$ cat src/rtl/fetch_unit.sv
// Instruction-fetch stage: owns the PC, keeps at most one instruction-memory
// request outstanding, and feeds decode through a stallable IF/ID register
// with a one-entry skid buffer. Branch/jump redirects from EX flush the front end.
module fetch_unit #(
  parameter logic [31:0] RESET_PC  = 32'h0000_0000,
  parameter logic [31:0] NOP_INSTR = 32'h0000_0013
) (
  input  logic        clk,
  input  logic        rst,
  input  logic        brn_en,
  input  logic        jump,
  input  logic [31:0] target,
  input  logic        stall,
  output logic        imem_req,
  output logic [31:0] imem_addr,
  input  logic        imem_gnt,
  input  logic        imem_rvalid,
  input  logic [31:0] imem_rdata,
  output logic        id_valid,
  output logic [31:0] id_instr,
  output logic [31:0] id_pc,
  output logic        flush
);

  typedef enum logic [1:0] {
    S_REQ  = 2'd0,
    S_WAIT = 2'd1,
    S_DROP = 2'd2
  } state_e;

  state_e      state_q, state_d;
  logic [31:0] pc_q, pc_d;
  logic [31:0] req_pc_q, req_pc_d;
  logic        id_valid_q, id_valid_d;
  logic [31:0] id_instr_q, id_instr_d;
  logic [31:0] id_pc_q, id_pc_d;
  logic        skid_valid_q, skid_valid_d;
  logic [31:0] skid_instr_q, skid_instr_d;
  logic [31:0] skid_pc_q, skid_pc_d;

  logic redirect;
  logic resp;

  assign redirect  = brn_en | jump;
  // A response only counts when it belongs to a live (non-dropped) request.
  assign resp      = (state_q == S_WAIT) & imem_rvalid;

  assign flush     = redirect & ~rst;
  assign imem_req  = ~rst & (state_q == S_REQ) & ~skid_valid_q & ~redirect;
  assign imem_addr = pc_q;
  assign id_valid  = id_valid_q;
  assign id_instr  = id_instr_q;
  assign id_pc     = id_pc_q;

  // State, PC and IF/ID/skid registers.
  always_ff @(posedge clk or posedge rst) begin
    if (rst) begin
      state_q      <= S_REQ;
      pc_q         <= RESET_PC;
      req_pc_q     <= '0;
      id_valid_q   <= 1'b0;
      id_instr_q   <= NOP_INSTR;
      id_pc_q      <= '0;
      skid_valid_q <= 1'b0;
      skid_instr_q <= NOP_INSTR;
      skid_pc_q    <= '0;
    end else begin
      state_q      <= state_d;
      pc_q         <= pc_d;
      req_pc_q     <= req_pc_d;
      id_valid_q   <= id_valid_d;
      id_instr_q   <= id_instr_d;
      id_pc_q      <= id_pc_d;
      skid_valid_q <= skid_valid_d;
      skid_instr_q <= skid_instr_d;
      skid_pc_q    <= skid_pc_d;
    end
  end

  // Next-state: request FSM, PC update, IF/ID advance and skid capture.
  always_comb begin
    state_d      = state_q;
    pc_d         = pc_q;
    req_pc_d     = req_pc_q;
    id_valid_d   = id_valid_q;
    id_instr_d   = id_instr_q;
    id_pc_d      = id_pc_q;
    skid_valid_d = skid_valid_q;
    skid_instr_d = skid_instr_q;
    skid_pc_d    = skid_pc_q;

    if (redirect) begin
      pc_d         = target & 32'hFFFF_FFFC;
      id_valid_d   = 1'b0;
      id_instr_d   = NOP_INSTR;
      skid_valid_d = 1'b0;
      // With a request in flight, a same-cycle rvalid retires it here;
      // otherwise the stale response must still be swallowed in DROP.
      case (state_q)
        S_WAIT, S_DROP: state_d = imem_rvalid ? S_REQ : S_DROP;
        default:        state_d = S_REQ;
      endcase
    end else begin
      case (state_q)
        S_REQ: begin
          if (imem_req && imem_gnt) begin
            pc_d     = pc_q + 32'd4;
            req_pc_d = pc_q;
            state_d  = S_WAIT;
          end
        end
        S_WAIT, S_DROP: begin
          if (imem_rvalid) state_d = S_REQ;
        end
        default: state_d = S_REQ;
      endcase

      if (!stall) begin
        if (skid_valid_q) begin
          id_valid_d   = 1'b1;
          id_instr_d   = skid_instr_q;
          id_pc_d      = skid_pc_q;
          skid_valid_d = resp;
          if (resp) begin
            skid_instr_d = imem_rdata;
            skid_pc_d    = req_pc_q;
          end
        end else if (resp) begin
          id_valid_d = 1'b1;
          id_instr_d = imem_rdata;
          id_pc_d    = req_pc_q;
        end else begin
          id_valid_d = 1'b0;
        end
      end else if (resp) begin
        if (!id_valid_q) begin
          id_valid_d = 1'b1;
          id_instr_d = imem_rdata;
          id_pc_d    = req_pc_q;
        end else begin
          skid_valid_d = 1'b1;
          skid_instr_d = imem_rdata;
          skid_pc_d    = req_pc_q;
        end
      end
    end
  end

endmodule

$ cat config.mk
export PLATFORM = sky130hd
export DESIGN_NAME = fetch_unit
export DESIGN_NICKNAME = d
export VERILOG_FILES = /design/src/rtl/fetch_unit.sv
export SDC_FILE = /design/constraint.sdc
export NUM_CORES = 1
export LEC_CHECK = 0
export ABC_AREA = 1
export CAP_MARGIN = 20
export CORE_MARGIN = 2
export CORE_UTILIZATION = 37
export CTS_CLUSTER_DIAMETER = 60
export DETAILED_ROUTE_END_ITERATION = 12
export MAX_ROUTING_LAYER = met4
export PLACE_DENSITY_LB_ADDON = 0.12
export RECOVER_POWER = 50
export SYNTH_ARGS = -nofsm -noshare
export SYNTH_HDL_FRONTEND = slang
export SYNTH_SLANG_ARGS = --single-unit
export TNS_END_PERCENT = 100
$ cat constraint.sdc
create_clock -name clk -period 8.1 [get_ports clk]
set_input_delay 0.81 -clock clk [delete_from_list [all_inputs] [get_ports clk]]
set_output_delay 0.81 -clock clk [all_outputs]
set_load 0.02 [all_outputs]
==> impl_metrics.toml <==
[outcome]
status = "finished with violations"
violations = "capacitance limit, slew limit"

[synth]
synthFlopType = "dfrtp_1"
ys_warn_count = 0
syn-cell-area_um2 = 8800
yosysUniqueCellTypes = 39
synth_top_cell_by_area = "dfrtp_1"
synth_edf_count = 0
async_reset_ff_share_pct = 100
avgSynthCellArea_um2 = 8.15
ys_seq_area_share_pct = 53.5
synth.area.top_cells = "dfrtp_1 (52%), nand2_1 (14%), o21ai_0 (7.1%)"
ys_ff_latch = 188
synth_top_area_share_pct = 51.7
synthCells = 1080

[timing]
fin_crit_sh_pct = 70.1
setup_viol = 0
finalWorstSetupSlack_ps = 2420
holdWs_ps = 472
slew-limit-headroom_pct = -241
tightest_slew_ps = 5090
rsz0062_at_grt = "no"
drv_slew = 159
min_period_ps = 5680
clock.fmax_mhz = 176
setup_tns_ps = 0
fin_skew_ps = 11.7
finalHoldViolCount = 0

[global_route]
track_usage_pct = 19.8
grt_max_degree = 113
grt_pass1_vias = 7127
grt_pass1_wl_um = 37600
grt_overflow = 0
antenna_found_initial = 1

[placement]
pre_cts_ws_ps = 4250
place_hpwl_um = 14800
port_buffers = 163
gp_congestion = 0.830
dpl.cell_count = 1511
place_area_um2 = 10600

[drt]
drc = 0
first_iter_violations = 517
wire_per_inst_um = 14.7
vias = 7321
avgViaCountPerCell = 4.74
wl_um = 22700
first_pass_iters = 5
ant_nets = 0

[cells_and_area]
nets = 1286
nFillCells = 2346
area_growth_pct = 27.0
fin_util_pct = 47.7
final_common_cell = "nand2_1"
seqCellArea_um2 = 4710
fin_area_um2 = 11200
multi_input_area_um2 = 3350
layout_common_cells = "nand2_1 (331), dfrtp_1 (182), o21ai_0 (124), inv_1 (111), nor2_1 (96)"
layout-drive-gt1-share_pct = 5.06
post_layout_nonfiller_instances = 1545

[critical_path]
critPathRequiredTime_ps = 7290
reg2reg_depth = 5
crit_fanout = 45
cp.arrival_ps = 4870
start_kind = "input pin"
end_kind = "output port"
crit_type = "input pin to output port"

[cts]
clk_latency_ps = 430
cts_hold_buf = 0
cts_root_buffer = "clkbuf_16"
clock_path_buffers = 2
cts_resized = 0
cts_buffers = 17
cts.sinks = 188
clk_pin_slew_ps = 70
cts_tree = "done"
cts_setup_buffers = 0
cts_htree_levels = 4

[hold_path]
worstHoldPathCells = 2
hold_path.class = "flop to flop"

[floorplanning]
rows = 56
core_um2 = 23400
die_h_um = 158
die_area_um2 = 25000
die_w_um = 158
initial_core_util_pct = 37.6
ios = 170

[power_and_ir_drop]
p_leak_nw = 5.26
peakVddDrop_v = 0.000111
p_per_area_nw_per_um2 = 215
power_mw = 2.40

[run]
drv_cap = 2
[power by group]
part	internal, mW	leakage, nW	switching (mW)
clock network	0.415	0.276	0.395
logic	0.202	2.54	0.264
registers	1.05	2.44	0.0814
[cells in the mapped netlist, types with 4 or more instances]
cell,number
xor2_1,5
a21oi_1,7
a31oi_1,32
buf_2,18
a22oi_1,6
o31ai_1,29
dfstp_2,6
clkbuf_1,28
dfrtp_1,182
nand2_1,331
o22ai_1,8
nor2_1,95
o21ai_1,10
nand4_1,4
buf_4,15
o21ai_0,124
inv_1,111
nand3_1,33
[routing by layer]
| layer | part of all wire [%] | wire length (um) | global-route usage (%) |
|---|---|---|---|
| met1 | 50 | 11300 | 27.8 |
| met4 | 0.63 | 142 | 3.95 |
| met2 | 45 | 10300 | 30.3 |
| met5 | 0 | 0 | - |
| met3 | 4.4 | 1010 | 3.56 |
[final cells by class]
type                            count  area share, %
Multi-Input combinational cell    720           30.0
Tap cell                          319           3.57
Timing Repair Buffer              171           15.3
Clock inverter                     14           1.18
Antenna cell                        1         0.0224
Clock buffer                       18           3.93
Sequential cell                   188           42.2
Inverter                          114           3.84
[critical path, cell delays in order]
cell	delay, ps
clkdlybuf4s50_1	400
nor2_1	2540
inv_2	20
nor4_1	370
clkdlybuf4s50_1	700
[cells by family after synthesis]
group | count (synthesis) | synth area share, %
other | 1 | 0.0426
DFF | 188 | 53.5
and+or+nand+nor | 481 | 22.0
adders and majority gates | 3 | 0.426
xor gates and xnor gates | 5 | 0.497
AOI/OAI and AO/OA | 227 | 15.2
buffers and inverters | 175 | 8.36
[path summary, 6_finish.rpt]
kind                         startpoint             to  slack, ps
min in group asynchronous           rst     state_q[0]       2600
hold / removal              id_instr[0]    id_instr[0]        470
hold reg to reg             id_instr[0]    id_instr[0]        470
setup reg to reg           skid_valid_q  skid_pc_q[21]       5290
max in group asynchronous           rst      id_pc[14]       3270
setup / recovery                   jump       imem_req       2420
[registers in the layout, indices dropped and copies added (netlist names)]
signal,count
skid_pc_q,30
imem_addr,30
id_instr,32
skid_instr_q,32
id_pc,30
state_q,2
skid_valid_q,1
id_valid,1
req_pc_q,30
Note: power is estimated with default switching activity, not from simulation.
